File: src/rtl/dds_multiwave_if.sv
// Control, ROM and sample-output bundle of the multi-waveform DDS.
// master = control/key side (also hosts the sine ROM), slave = the DDS core.
interface dds_multiwave_if #(
    parameter int ACC_W  = 32,
    parameter int ADDR_W = 10,
    parameter int DATA_W = 8,
    parameter int AMP_W  = 8
);
    logic              en;
    logic              cfg_load;
    logic [ACC_W-1:0]  cfg_fword;
    logic [ADDR_W-1:0] cfg_pword;
    logic [1:0]        cfg_wave;
    logic [AMP_W:0]    cfg_amp;
    logic              phase_clr;
    logic              cfg_pending;
    logic [ADDR_W-1:0] rom_addr;
    logic [DATA_W-1:0] rom_q;
    logic              dds_valid;
    logic [DATA_W-1:0] dds_data;

    modport master (
        output en, cfg_load, cfg_fword, cfg_pword, cfg_wave, cfg_amp, phase_clr, rom_q,
        input  cfg_pending, rom_addr, dds_valid, dds_data
    );

    modport slave (
        input  en, cfg_load, cfg_fword, cfg_pword, cfg_wave, cfg_amp, phase_clr, rom_q,
        output cfg_pending, rom_addr, dds_valid, dds_data
    );
endinterface

File: src/rtl/dds_multiwave.sv
// Phase-accumulator DDS: sine (external ROM), square, triangle, saw with amplitude scaling.
// Latency: accumulator value -> dds_data 3 clk; dds_valid is en delayed 3 clk.
// No backpressure: free-running one sample per clk while en is high.
module dds_multiwave #(
    parameter int ACC_W       = 32,
    parameter int ADDR_W      = 10,
    parameter int DATA_W      = 8,
    parameter int AMP_W       = 8,
    parameter int SYNC_UPDATE = 1
) (
    input logic            clk,
    input logic            rst_n,
    dds_multiwave_if.slave dds
);
    localparam int PW = DATA_W + AMP_W + 3;
    localparam logic [AMP_W:0]        AMP_ONE  = {1'b1, {AMP_W{1'b0}}};
    localparam logic [DATA_W-1:0]     MID      = {1'b1, {(DATA_W-1){1'b0}}};
    localparam logic signed [PW-1:0]  LVL_MAX  = (PW'(1) <<< DATA_W) - PW'(1);
    localparam logic [1:0]            WAVE_SINE   = 2'd0;
    localparam logic [1:0]            WAVE_SQUARE = 2'd1;
    localparam logic [1:0]            WAVE_TRI    = 2'd2;
    localparam logic                  SYNC     = (SYNC_UPDATE != 0);

    logic [ACC_W-1:0]  r_acc;
    logic [ACC_W-1:0]  r_sh_fword, r_act_fword;
    logic [ADDR_W-1:0] r_sh_pword, r_act_pword;
    logic [1:0]        r_sh_wave,  r_act_wave;
    logic [AMP_W:0]    r_sh_amp,   r_act_amp;
    logic              r_pending;

    logic [ADDR_W-1:0] r_phase;
    logic [1:0]        r_wave1, r_wave2;
    logic [AMP_W:0]    r_amp1,  r_amp2;
    logic [DATA_W-1:0] r_samp2;
    logic              r_v1, r_v2, r_v3;
    logic [DATA_W-1:0] r_data;

    logic [ACC_W:0]    w_acc_sum;
    logic              w_run, w_wrap, w_apply;
    logic [AMP_W:0]    w_amp_sat;
    logic [ADDR_W-1:0] w_phase;
    logic [DATA_W-1:0] w_samp;
    logic [DATA_W-1:0] w_sample;
    logic signed [DATA_W:0] w_s;
    logic signed [PW-1:0]   w_prod, w_scaled, w_lvl;
    logic [DATA_W-1:0] w_clip;

    assign w_acc_sum = {1'b0, r_acc} + {1'b0, r_act_fword};
    assign w_run     = dds.en & ~dds.phase_clr;
    assign w_wrap    = w_run & w_acc_sum[ACC_W];
    assign w_amp_sat = (dds.cfg_amp > AMP_ONE) ? AMP_ONE : dds.cfg_amp;

    // A load landing on an apply event wins: the stale shadow is dropped, the new one waits.
    assign w_apply = r_pending & ~dds.cfg_load &
                     (~SYNC | w_wrap | ~dds.en | dds.phase_clr);

    always_ff @(posedge clk or negedge rst_n) begin
        if (!rst_n) begin
            r_acc <= '0;
        end else if (!w_run) begin
            r_acc <= '0;
        end else begin
            r_acc <= w_acc_sum[ACC_W-1:0];
        end
    end

    always_ff @(posedge clk or negedge rst_n) begin
        if (!rst_n) begin
            r_sh_fword  <= '0;
            r_sh_pword  <= '0;
            r_sh_wave   <= '0;
            r_sh_amp    <= '0;
            r_act_fword <= '0;
            r_act_pword <= '0;
            r_act_wave  <= '0;
            r_act_amp   <= '0;
            r_pending   <= 1'b0;
        end else begin
            if (w_apply) begin
                r_act_fword <= r_sh_fword;
                r_act_pword <= r_sh_pword;
                r_act_wave  <= r_sh_wave;
                r_act_amp   <= r_sh_amp;
            end
            if (dds.cfg_load) begin
                r_sh_fword <= dds.cfg_fword;
                r_sh_pword <= dds.cfg_pword;
                r_sh_wave  <= dds.cfg_wave;
                r_sh_amp   <= w_amp_sat;
                r_pending  <= 1'b1;
            end else if (w_apply) begin
                r_pending  <= 1'b0;
            end
        end
    end

    assign w_phase = r_acc[ACC_W-1 -: ADDR_W] + r_act_pword;

    always_ff @(posedge clk or negedge rst_n) begin
        if (!rst_n) begin
            r_phase <= '0;
            r_wave1 <= '0;
            r_amp1  <= '0;
            r_v1    <= 1'b0;
        end else begin
            r_phase <= w_phase;
            r_wave1 <= r_act_wave;
            r_amp1  <= r_act_amp;
            r_v1    <= dds.en;
        end
    end

    always_comb begin
        w_samp = '0;
        case (r_wave1)
            WAVE_SQUARE: w_samp = r_phase[ADDR_W-1] ? '0 : '1;
            WAVE_TRI:    w_samp = r_phase[ADDR_W-1] ? ~r_phase[ADDR_W-2 -: DATA_W]
                                                    :  r_phase[ADDR_W-2 -: DATA_W];
            WAVE_SINE:   w_samp = '0;
            default:     w_samp = r_phase[ADDR_W-1 -: DATA_W];
        endcase
    end

    always_ff @(posedge clk or negedge rst_n) begin
        if (!rst_n) begin
            r_samp2 <= '0;
            r_wave2 <= '0;
            r_amp2  <= '0;
            r_v2    <= 1'b0;
        end else begin
            r_samp2 <= w_samp;
            r_wave2 <= r_wave1;
            r_amp2  <= r_amp1;
            r_v2    <= r_v1;
        end
    end

    // The ROM answers one clk after rom_addr, i.e. in step with the stage-2 sample.
    assign w_sample = (r_wave2 == WAVE_SINE) ? dds.rom_q : r_samp2;
    assign w_s      = $signed({1'b0, w_sample} - {1'b0, MID});
    assign w_prod   = PW'(w_s) * PW'($signed({1'b0, r_amp2}));
    assign w_scaled = w_prod >>> AMP_W;
    assign w_lvl    = w_scaled + $signed(PW'(MID));

    always_comb begin
        w_clip = w_lvl[DATA_W-1:0];
        if (w_lvl[PW-1]) begin
            w_clip = '0;
        end else if (w_lvl > LVL_MAX) begin
            w_clip = '1;
        end
    end

    always_ff @(posedge clk or negedge rst_n) begin
        if (!rst_n) begin
            r_data <= '0;
            r_v3   <= 1'b0;
        end else begin
            r_data <= r_v2 ? w_clip : '0;
            r_v3   <= r_v2;
        end
    end

    assign dds.cfg_pending = r_pending;
    assign dds.rom_addr    = r_phase;
    assign dds.dds_valid   = r_v3;
    assign dds.dds_data    = r_data;
endmodule

File: src/flat_wrapper.sv
// flat-port wrapper written by rule: the top's interface ports become plain ports
module dds_multiwave_flat 
#(
    parameter int ACC_W       = 32,
    parameter int ADDR_W      = 10,
    parameter int DATA_W      = 8,
    parameter int AMP_W       = 8,
    parameter int SYNC_UPDATE = 1
)
  (clk, rst_n, dds_en, dds_cfg_load, dds_cfg_fword, dds_cfg_pword, dds_cfg_wave, dds_cfg_amp, dds_phase_clr, dds_rom_q, dds_cfg_pending, dds_rom_addr, dds_dds_valid, dds_dds_data);
  dds_multiwave_if #(.ACC_W(ACC_W), .ADDR_W(ADDR_W), .DATA_W(DATA_W), .AMP_W(AMP_W)) dds_i ();
  input logic clk;
  input logic rst_n;
  input wire logic [$bits(dds_i.en)-1:0] dds_en;
  input wire logic [$bits(dds_i.cfg_load)-1:0] dds_cfg_load;
  input wire logic [$bits(dds_i.cfg_fword)-1:0] dds_cfg_fword;
  input wire logic [$bits(dds_i.cfg_pword)-1:0] dds_cfg_pword;
  input wire logic [$bits(dds_i.cfg_wave)-1:0] dds_cfg_wave;
  input wire logic [$bits(dds_i.cfg_amp)-1:0] dds_cfg_amp;
  input wire logic [$bits(dds_i.phase_clr)-1:0] dds_phase_clr;
  input wire logic [$bits(dds_i.rom_q)-1:0] dds_rom_q;
  output wire logic [$bits(dds_i.cfg_pending)-1:0] dds_cfg_pending;
  output wire logic [$bits(dds_i.rom_addr)-1:0] dds_rom_addr;
  output wire logic [$bits(dds_i.dds_valid)-1:0] dds_dds_valid;
  output wire logic [$bits(dds_i.dds_data)-1:0] dds_dds_data;
  assign dds_i.en = dds_en;
  assign dds_i.cfg_load = dds_cfg_load;
  assign dds_i.cfg_fword = dds_cfg_fword;
  assign dds_i.cfg_pword = dds_cfg_pword;
  assign dds_i.cfg_wave = dds_cfg_wave;
  assign dds_i.cfg_amp = dds_cfg_amp;
  assign dds_i.phase_clr = dds_phase_clr;
  assign dds_i.rom_q = dds_rom_q;
  assign dds_cfg_pending = dds_i.cfg_pending;
  assign dds_rom_addr = dds_i.rom_addr;
  assign dds_dds_valid = dds_i.dds_valid;
  assign dds_dds_data = dds_i.dds_data;
  dds_multiwave #(.ACC_W(ACC_W), .ADDR_W(ADDR_W), .DATA_W(DATA_W), .AMP_W(AMP_W), .SYNC_UPDATE(SYNC_UPDATE)) u_core (.clk(clk), .rst_n(rst_n), .dds(dds_i));
endmodule
File: config.mk
export PLATFORM = sky130hd
export DESIGN_NAME = dds_multiwave_flat
export DESIGN_NICKNAME = d
export VERILOG_FILES = /design/src/rtl/dds_multiwave_if.sv /design/src/rtl/dds_multiwave.sv /design/src/flat_wrapper.sv
export SDC_FILE = /design/constraint.sdc
export NUM_CORES = 1
export LEC_CHECK = 0
export CAP_MARGIN = 20
export CORE_AREA = 2 2 159 161
export DETAILED_ROUTE_END_ITERATION = 8
export DIE_AREA = 0 0 161 163
export MAX_ROUTING_LAYER = met4
export PLACE_DENSITY = 0.82
export SLEW_MARGIN = 20
export SYNTH_ARGS = -nofsm -noshare
export SYNTH_HDL_FRONTEND = slang
export SYNTH_SLANG_ARGS = --single-unit
File: constraint.sdc
create_clock -name clk -period 6.4 [get_ports clk]
set_input_delay 0.96 -clock clk [delete_from_list [all_inputs] [get_ports clk]]
set_output_delay 0.96 -clock clk [all_outputs]
set_load 0.005 [all_outputs]
### After elaboration in Yosys (flattened, before gate mapping)

Cells that the tools add are included.

* flip-flop bits (word level): 190
* input bits: 66

* add/subtract/negate cells: 4
* multiply operators: 1
* magnitude comparators: 2
* eq/ne operators: 2
* muxes and demuxes: 11
* bitwise operators: 10
* reduce and logical (&&, ||, !) cells: 3

Operator list (count)
* $mux 8: 6
* $add 32x32->33: 1
* $mux 32: 1
* $pmux 8 s3: 1
* $gt 19x9->1 const B: 1
* $mul 9x10->19: 1
* $add 11x9->12 const B: 1
* $add 10x10->10: 1
* $gt 9x9->1 const B: 1
* $mux 9: 1
* $sub 8x8->9 const B: 1
* $not 8->8: 1
* $and 1x1->1: 4
* $logic_not 2->1: 2
* $not 1->1: 3
* $eq 2x1->1 const B: 1
* $eq 2x2->1 const B: 1
* $mux 1: 2
* $or 1x1->1: 2
* $reduce_bool 2->1: 1

### Depth between registers and ports, before layout

Gate-level depths: netlist of run 1.

* depth after elaboration: 9
* mapped depth: 22
* gate-level depth less buffers: 22

### Least setup slack after synthesis of run 1

Ideal clock, no wire load.

* kind: input-to-reg
* from: input dds_rom_q[7]
* to: register u_core.r_data[4], in the netlist u_core.dds.dds_data[4]
* arrival: 6304 ps
* data required time: 6278 ps
* slack: -26 ps
* cell stages on the path: 20
* path buffers: 1
* cell sequence: mux2i_1 -> clkbuf_1 -> nand2_1 -> fa_1 -> fa_1 -> inv_1 -> fa_1 -> fa_1 -> inv_1 -> fa_1 -> inv_1 -> ha_1 -> and2_1 -> a22o_1 -> a311oi_1 -> a311o_2 -> mux2i_1 -> xor2_1 -> o31ai_1 -> a32o_1

* word-level cells in the longest chain between the ends: 8

Ends and longest elaborated chain
* start, declared: line flat_wrapper.sv:21 `input wire logic [$bits(dds_i.rom_q)-1:0] dds_rom_q;`
* $mux 8 *: line dds_multiwave.sv:139 `assign w_sample = (r_wave2 == WAVE_SINE) ? dds.rom_q : r_samp2;`
* $sub 8x8->9 *: line dds_multiwave.sv:140 `assign w_s = $signed({1'b0, w_sample} - {1'b0, MID});`
* $mul 9x10->19 *: line dds_multiwave.sv:141 `assign w_prod = PW'(w_s) * PW'($signed({1'b0, r_amp2}));`
* $add 11x9->12 *: line dds_multiwave.sv:143 `assign w_lvl = w_scaled + $signed(PW'(MID));`
* $gt 19x9->1: line dds_multiwave.sv:149 `end else if (w_lvl > LVL_MAX) begin`
* $mux 8: line dds_multiwave.sv:149
* $mux 8 *: line dds_multiwave.sv:147 `if (w_lvl[PW-1]) begin`
* $mux 8 *: line dds_multiwave.sv:159 `r_data <= r_v2 ? w_clip : '0;`
* end signal, assigned: line dds_multiwave.sv:159
* end, declared: line dds_multiwave.sv:36 `logic [DATA_W-1:0] r_data;`

Mark *: on every way between the ends. The rest lies on a longest branch, timed or not.
A chain may end at the register's enable or synchronous reset.

### Worst setup path after layout of run 1

* from: register u_core.r_wave2[1]
* to: register u_core.r_data[4], in the netlist u_core.dds.dds_data[4]

* word-level cells in the longest chain between the ends: 9

Ends and longest elaborated chain
* start, declared: line dds_multiwave.sv:32 `logic [1:0] r_wave1, r_wave2;`
* start signal, assigned: line dds_multiwave.sv:132 `r_wave2 <= r_wave1;`
* $logic_not 2->1 *: line dds_multiwave.sv:139
* $mux 8 *: line dds_multiwave.sv:139
* $sub 8x8->9 *: line dds_multiwave.sv:140
* $mul 9x10->19 *: line dds_multiwave.sv:141
* $add 11x9->12 *: line dds_multiwave.sv:143
* $gt 19x9->1: line dds_multiwave.sv:149
* $mux 8: line dds_multiwave.sv:149
* $mux 8 *: line dds_multiwave.sv:147
* $mux 8 *: line dds_multiwave.sv:159

Marked as above.

==> results of run 1 <==
-- cell families (layout without fill, tap and decap cells) --
group                      Yosys count  count (layout)
AOI/OAI and AO/OA                  326             326
and+or+nand+nor                    503             503
buffers and inverters              173             240
xor gates and xnor gates            36              36
muxes                               56              56
adders and majority gates          142             142
DFF                                190             190
-- what timing repair did --
action	in CTS	in global routing
gates resized for setup	15	15
pin swaps	12	18
hold endpoints to repair	0	0
endpoints found under the setup margin	8	7
buffers inserted	2	2
-- sequential cells by signal, summed over array words and instances (netlist names) --
signal,count
u_core.r_acc,32
u_core.r_act_fword,32
u_core.r_sh_fword,32
u_core.dds.rom_addr,10
u_core.r_act_pword,10
u_core.r_sh_pword,10
u_core.r_act_amp,9
u_core.r_amp1,9
u_core.r_amp2,9
u_core.r_sh_amp,9
u_core.dds.dds_data,8
u_core.r_samp2,8
u_core.r_act_wave,2
u_core.r_sh_wave,2
u_core.r_wave1,2
u_core.r_wave2,2
u_core.dds.cfg_pending,1
u_core.dds.dds_valid,1
u_core.r_v1,1
u_core.r_v2,1
-- metal layers --
layer	global-route usage	wire length (µm)	vias to the layer above
li1	-	-	5201
met1	0.309	13000	5500
met2	0.435	16100	384
met3	0.0382	1750	53
met4	0.0800	569	0
met5	-	0	-
-- worst paths after layout --
kind,startpoint,to,slack [ns],depth (start not counted)
min in group asynchronous,rst_n,u_core.r_sh_fword[22],0.64,1
worst max-delay path,u_core.r_wave2[1],u_core.dds.dds_data[4],0.21,22
max in group asynchronous,rst_n,u_core.r_sh_amp[0],4.25,2
worst min register to register,u_core.r_amp1[7],u_core.r_amp2[7],0.35,0
worst max register to register,u_core.r_wave2[1],u_core.dds.dds_data[4],0.21,22
worst min-delay path,u_core.r_amp1[7],u_core.r_amp2[7],0.35,0
-- cell usage in the layout (no fill, tap or decap), drive strengths merged, types with 3 or more instances in the layout --
cell type      Yosys  final
dfrtp            190    190
nand3            123    123
a21oi            106    106
nand2            100    100
o21ai             92     92
ha                91     91
inv               79     86
clkdlybuf4s50      0     81
nand3b            60     60
and3              58     58
o2111ai           54     54
fa                51     51
nor2              49     49
mux2              47     47
nor2b             45     45
buf                0     44
xnor2             23     23
clkbuf            93     21
and2              18     18
nor3              16     16
nand2b            16     16
a21o              15     15
xor2              13     13
o31ai             11     11
o21a              10     10
mux2i              9      9
a31oi              6      6
a211oi             5      5
or3                4      4
a21boi             3      3
nor4               3      3
or2                3      3
o311ai             3      3
-- area by class of cell --
class / instances / area, µm²
Fill cell: 1996 / 9410
Multi-Input combinational cell: 1063 / 8010
Sequential cell: 190 / 4750
Timing Repair Buffer: 128 / 1200
Clock buffer: 20 / 447
Tap cell: 330 / 413
Inverter: 80 / 300
Clock inverter: 12 / 146
-- worst register-to-register path, cell delays in order, from the launching register on --
cell and delay [ns]:
dfrtp_1 0.44, nor2_4 0.24, buf_4 0.20, mux2i_1 0.24, buf_4 0.20, nor2b_1 0.08, fa_1 0.46, fa_1 0.58
fa_1 0.45, fa_1 0.50, inv_1 0.05, fa_1 0.49, inv_2 0.05, ha_4 0.23, and2_4 0.14, a22o_1 0.20
a311oi_2 0.33, a311o_2 0.26, buf_6 0.11, a21oi_1 0.09, o31ai_2 0.34, o31ai_1 0.12, a32o_2 0.28
-- stage by stage --
step | area, µm² | setup TNS, ns | util | setup slack, ns | std cells
after global placement | 14500 | -3.71 | 0.589 | -0.492 | 1787
after floorplan | 13300 | 0 | - | 0.0468 | 1426
after CTS | 15200 | 0 | 0.616 | 0.0603 | 1821
final | 15300 | 0 | 0.619 | 0.212 | 1823
after detailed placement | 14500 | -5.25 | 0.589 | -0.703 | 1787
after global routing | 15300 | -0.0407 | 0.619 | -0.0133 | 1823
==> metrics.txt, run 1 <==
status finished clean; Mean Syn Cell Area 9.29 µm²; Worst EP arrival 6.53 ns; Clock Sinks 190; final setup fails 0; first-pass GRT wire length 52.8 mm; Critical Path RT 6.74 ns; final hold vios 0; TritonCTS clock tree yes; DIE AREA 0.0262 mm²; clock skew 0.0164 ns; largest net degree at the start of global routing 127; sequential fraction of the synthesis area 0.359; H-tree levels 4; DR iter-0 viols 722; Synth area leader dfrtp_1; Worst Hold Margin 0.349 ns; max cap viols 0; Clock Pin Slew Worst Setup and Hold Paths 0.07 ns; Avg WL per Cell 17.2 µm; Layout Nets 1688; unrepaired setup endpoints after global routing true; Post-Syn Area 0.0133 mm²; Ys Warns 0; GP Congestion 0.910; Core ar. 0.0247 mm²; GRT overflow 0; count of pins over their slew limit 0; CP max-delay cell fa_1; worst-path maximum fanout 8; Distinct cells, synth 54; min Tclk post-route 6.19 ns; IO Pins 86; share of cells above drive strength 1 0.108; hold buffer count at CTS 0; startpoint types flop; critical path class reg2reg; Yosys top cell area share 0.359; row count 58; Worst Max-Slew Pin Slew 1.03 ns; crit end category flop; Root Driver clkbuf_16; Post-synth EDFFs 0; Final ANT Viol Nets 0; Starting Density 0.537; leading post-synthesis cells by cell area dfrtp_1 36%, ha_1 8.6%, fa_1 7.7%; period utilisation layout 0.967; vias in the first global route 11000; Total Routing Usage GR 0.253; initial antenna violation count 0; synth cell count leaders 190 x dfrtp_1, 123 x nand3_1, 106 x a21oi_1; vias 11100; area delta synth->final 15.2%; Hold Crit Class reg2reg; cell repeated most along the worst path fa_1; Clock Latency Late Sink 0.45 ns; slowest stage delay, CP 0.58 ns; diodes inserted 0; Post-Syn Nets 1634; adder-cell area share of the yosys netlist 0.163; Rel. slew slack 0.315; 1st-pass router iterations 7; HPWL after DPL 20.7 mm; Die X 161 µm; most frequent cell after synthesis dfrtp_1; Post-synth ARST share 1.00; average vias per placed instance 6.11; mux cell area share after synthesis 0.0467; Gate Count Post-Synth 1426; flops & latches, synth 190; Peak Freq 0.162 GHz; Synth Area in Simple Gates 0.203; Cell Chain, Critical Path nor2_4, buf_4, mux2i_1, buf_4, nor2b_1, fa_1, fa_1, fa_1, fa_1, inv_1, fa_1, inv_2, ha_4, and2_4, a22o_1, a311oi_2, a311o_2, buf_6, a21oi_1, o31ai_2, o31ai_1, a32o_2; Clock Tree Buf Depth 2; main combinational cell family by area after synthesis simple AND/OR/NAND/NOR gates; port bufs 85; Die Span Y 163 µm; CP bufs+invs 5; Main synth FF type dfrtp_1; Synth Area in XOR/XNOR 0.0238; DRT Wirelength 31.4 mm; DRC 0; Compound-Gate Fraction of Synth Area 0.156; TritonCTS Buffers 17; crit-path leading delay family adder cells
Power of run 1 is not shown: default switching activity piles up to over one toggle a cycle in this logic, so the estimate is an artifact.
==> run 2, diff against run 1 <==
--- a/config.mk
+++ b/config.mk
@@ -6,12 +6,12 @@
 export NUM_CORES = 1
 export LEC_CHECK = 0
 export CAP_MARGIN = 20
-export CORE_AREA = 2 2 159 161
+export CORE_AREA = 2 2 157 159
+export CTS_BUF_LIST = sky130_fd_sc_hd__clkbuf_4 sky130_fd_sc_hd__clkbuf_8
 export DETAILED_ROUTE_END_ITERATION = 8
-export DIE_AREA = 0 0 161 163
+export DIE_AREA = 0 0 159 161
 export MAX_ROUTING_LAYER = met4
-export PLACE_DENSITY = 0.82
-export SLEW_MARGIN = 20
+export PLACE_DENSITY = 0.84
 export SYNTH_ARGS = -nofsm -noshare
 export SYNTH_HDL_FRONTEND = slang
 export SYNTH_SLANG_ARGS = --single-unit
==> run 2 against run 1 <==
  * Sequential share of layout area increased by 0.51 points
  * Wire length is 0.81% lower
  * Worst setup slack got worse by 0.035 ns
  * Largest cell class unchanged
  * First-iteration DRC count rose by 26%
  * Hold slack better by 0.011 ns
  * Clock skew up 0.0052 ns
  * Via count decreased by 0.38%
  * Clock-buffer cell count down 1
  * Flip-flop and latch count stayed put
==> metrics.txt, run 2 (same netlist as run 1, synthesis figures left out) <==
Clock Tree Buf Depth 2; vias in the first global route 11000; initial antenna violation count 0; Total Routing Usage GR 0.257; row count 57; Peak Freq 0.161 GHz; most frequent cells in the layout 190 x dfrtp_1, 122 x nand3_1, 101 x a21oi_1; H-tree levels 4; min Tclk post-route 6.22 ns; Setup TNS 0 ns; average vias per placed instance 6.11; final hold vios 0; Worst Hold Margin 0.360 ns; Clock Pin Slew Worst Setup and Hold Paths 0.11 ns; TritonCTS clock tree yes; crit end category flop; final worst slack 0.177 ns; GRT overflow 0; Critical Path RT 6.82 ns; FILL cells 1963; Die X 159 µm; vias 11100; status finished clean; max cap viols 0; clock skew 0.0217 ns; Layout Nets 1688; worst-path maximum fanout 6; Largest regs u_core.r_acc: 32 flops, u_core.r_act_fword: 32 flops, u_core.r_sh_fword: 32 flops; leading cell type in the layout, fill and taps excluded dfrtp_1; DRC 0; share of cells above drive strength 1 0.109; period utilisation layout 0.972; area delta synth->final 13.3%; IO Pins 86; fin util 0.627; Root Driver clkbuf_8; Rel. slew slack 0.230; port bufs 85; Die Span Y 161 µm; Avg WL per Cell 17.1 µm; first-pass GRT wire length 53.1 mm; DRT Wirelength 31.1 mm; diodes inserted 0; Clock Latency Late Sink 0.49 ns; Starting Density 0.553; Core ar. 0.0240 mm²; Worst Max-Slew Pin Slew 1.15 ns; final setup fails 0; count of pins over their slew limit 0; Worst EP arrival 6.64 ns; largest net degree at the start of global routing 99; Final ANT Viol Nets 0; DR iter-0 viols 909; Setup WS pre-CTS -0.695 ns; TritonCTS Buffers 17; 1st-pass router iterations 7; startpoint types input pin; HPWL after DPL 21.1 mm; critical path class in2reg; GP Congestion 1.03; DIE AREA 0.0256 mm²; Clock Sinks 190; Hold Crit Class reg2reg; hold buffer count at CTS 0
run 2: final timing paths:
check	start	endpoint	slack (ns)	cells after the start
worst min-delay path	u_core.r_amp1[2]	u_core.r_amp2[2]	0.36	0
max in group asynchronous	rst_n	u_core.r_amp2[3]	4.65	2
worst max register to register	u_core.r_wave2[1]	u_core.dds.dds_data[2]	0.22	21
worst max-delay path	dds_rom_q[7]	u_core.dds.dds_data[2]	0.18	20
worst min register to register	u_core.r_amp1[2]	u_core.r_amp2[2]	0.36	0
min in group asynchronous	rst_n	u_core.r_sh_fword[21]	0.53	1
run 2: layout make-up:
| cell class | instances | area, µm² | share of cell area |
|---|---|---|---|
| inverters | 80 | 300 | 0.0200 |
| flip-flops and latches | 190 | 4750 | 0.316 |
| clock inverters | 13 | 128 | 0.00849 |
| multi-input cells | 1063 | 8000 | 0.533 |
| well taps | 324 | 405 | 0.0270 |
| clock buffers | 19 | 255 | 0.0170 |
| repair buffers | 128 | 1180 | 0.0785 |
run 2: timing repair:
action / CTS / global route
buffers inserted: 2 / 2
pin swaps: 2 / 16
endpoints found under the setup margin: 7 / 7
resized for setup: 1 / 22
run 2: worst max-delay path, cell delays in order:
cell,delay (ns)
clkdlybuf4s50_1,0.43
mux2i_2,0.24
nand2b_1,0.12
fa_1,0.51
fa_1,0.56
inv_1,0.06
fa_1,0.46
fa_1,0.51
inv_1,0.05
fa_1,0.48
inv_2,0.05
ha_4,0.21
buf_4,0.13
a22o_1,0.23
a311oi_2,0.31
a311o_2,0.29
o21a_1,0.19
o311ai_0,0.23
o32a_4,0.45
a21oi_1,0.14
run 2: stage by stage:
step / area [µm²] / cells
3_5_place_dp: 14500 / 1781
4_1_cts: 14900 / 1815
5_1_grt: 15000 / 1817
6_report: 15000 / 1817
3_3_place_gp: 14500 / 1781
2_1_floorplan: 13300 / 1426
run 2: per-layer routing:
| layer | track usage | vias up | share of wire |
|---|---|---|---|
| met4 | 0.0822 | 0 | 0.020 |
| met3 | 0.0385 | 65 | 0.060 |
| met1 | 0.322 | 5449 | 0.42 |
| met2 | 0.433 | 385 | 0.50 |
| met5 | - | - | 0 |
| li1 | - | 5197 | - |
Power of run 2 is left out for the same reason.
==> run 3, diff against run 2 <==
--- a/config.mk
+++ b/config.mk
@@ -5,13 +5,14 @@
 export SDC_FILE = /design/constraint.sdc
 export NUM_CORES = 1
 export LEC_CHECK = 0
-export CAP_MARGIN = 20
+export CAP_MARGIN = 5
 export CORE_AREA = 2 2 157 159
 export CTS_BUF_LIST = sky130_fd_sc_hd__clkbuf_4 sky130_fd_sc_hd__clkbuf_8
 export DETAILED_ROUTE_END_ITERATION = 8
 export DIE_AREA = 0 0 159 161
 export MAX_ROUTING_LAYER = met4
 export PLACE_DENSITY = 0.84
+export SKIP_CTS_REPAIR_TIMING = 1
 export SYNTH_ARGS = -nofsm -noshare
 export SYNTH_HDL_FRONTEND = slang
 export SYNTH_SLANG_ARGS = --single-unit
==> run 3 against run 2 <==
  * Utilization fell by 0.089 points
  * Critical path depth is 1 lower
  * Cell area is 0.14% lower
==> metrics.txt, run 3 (same netlist as run 1, synthesis figures left out) <==
status finished clean; cell repeated most along the worst path fa_1; crit end category flop; period utilisation layout 0.957; leading cell type in the layout, fill and taps excluded dfrtp_1; first-pass GRT wire length 53.0 mm; Layout Nets 1687; Root Driver clkbuf_8; Starting Density 0.553; Core ar. 0.0240 mm²; diodes inserted 0; area delta synth->final 13.2%; Avg WL per Cell 17.2 µm; DR iter-0 viols 908; DRT Wirelength 31.2 mm; Worst EP arrival 6.51 ns; Critical Path RT 6.79 ns; share of cells above drive strength 1 0.106; GP Congestion 1.03; Area after DPL 0.0145 mm²; largest net degree at the start of global routing 99; Clock Latency Late Sink 0.49 ns; max cap viols 0; vias 11100; Clock Sinks 190; final setup fails 0; Setup TNS 0 ns; Largest regs u_core.r_acc: 32 flops, u_core.r_act_fword: 32 flops, u_core.r_sh_fword: 32 flops; TritonCTS Buffers 17; Critical Path Source dds_rom_q[7]; DRC 0; Clock Pin Slew Worst Setup and Hold Paths 0.11 ns; Rel. slew slack 0.255; DIE AREA 0.0256 mm²; Hold Crit Class reg2reg; final hold vios 0; 1st-pass router iterations 5; critical path class in2reg; H-tree levels 4; vias in the first global route 11000; Total Routing Usage GR 0.257; GRT overflow 0; initial antenna violation count 0; Cell Chain, Critical Path clkdlybuf4s50_1, mux2i_1, buf_4, clkinv_1, nor2_1, fa_1, fa_1, fa_1, fa_1, ha_1, ha_1, o21ai_0, a21boi_0, o21ai_1, a311o_2, mux2i_2, xor2_2, o31ai_2, a32o_1; row count 57; fin util 0.626; port bufs 85; HPWL after DPL 21.1 mm; Final ANT Viol Nets 0; TritonCTS clock tree yes; average vias per placed instance 6.11; slowest stage delay, CP 0.54 ns; CP max-delay cell fa_1; most frequent cells in the layout 190 x dfrtp_1, 122 x nand3_1, 102 x a21oi_1; Die X 159 µm; count of pins over their slew limit 0; Peak Freq 0.163 GHz; hold_sp u_core.r_amp1[3]; design area 0.0150 mm²; worst-path maximum fanout 10; r2r startpoint u_core.r_wave2[1]; Worst Max-Slew Pin Slew 1.12 ns; Clock Tree Buf Depth 2; IO Pins 86; startpoint types input pin; clock skew 0.0196 ns; min Tclk post-route 6.12 ns; Die Span Y 161 µm
## run 3: changes by cell type in the layout (fill, tap and decap cells not counted)
cell,previous run,this run
a21oi_1,101,102
o311ai_0,3,2
mux2i_1,6,7
o21ai_0,90,89
nor2_1,46,47
a21oi_2,4,3
nor2_2,2,1
o21ai_1,1,2
o311ai_1,0,1
buf_6,1,0
mux2i_2,3,2
## run 3: area by class of cell
class | instances | area (µm²)
multi-input combinational | 1063 | 7990
tap | 324 | 405
clock inverter | 13 | 128
sequential | 190 | 4750
inverter | 80 | 300
fill | 1965 | 8960
clock buffer | 19 | 255
timing repair buffer | 127 | 1170
## run 3: critical path, delay by kind of cell
kind / cells / cell delay (ns)
fa+ha+maj: 6 / 2.60
compound gates: 6 / 1.23
buf+inv: 3 / 0.78
mux: 2 / 0.47
xor+xnor: 1 / 0.30
simple gates: 1 / 0.18
## run 3: worst paths after layout
path / end / depth (start not counted) / slack (ns)
min in group asynchronous: u_core.r_sh_fword[21] / 1 / 0.54
max in group asynchronous: u_core.r_amp2[8] / 2 / 4.65
max reg2reg: u_core.dds.dds_data[4] / 21 / 0.32
min reg2reg: u_core.r_amp2[3] / 0 / 0.36
min: u_core.r_amp2[3] / 0 / 0.36
max: u_core.dds.dds_data[4] / 19 / 0.28
## run 3: per-stage QoR
step / std cells / worst slack [ns] / hold slack [ns]
5_1_grt: 1816 / -0.0128 / 0.354
3_3_place_gp: 1781 / -0.549 / 0.333
6_report: 1816 / 0.278 / 0.356
2_1_floorplan: 1426 / 0.0468 / 0.331
3_5_place_dp: 1781 / -0.695 / 0.336
4_1_cts: 1813 / -0.195 / 0.354
## run 3: per-layer routing
layer,track usage,wire (µm),vias up
met5,-,0,-
met4,0.0810,560,0
met3,0.0385,1890,62
met2,0.433,15800,388
met1,0.322,12900,5450
li1,-,-,5197
Power of run 3 is left out for the same reason.
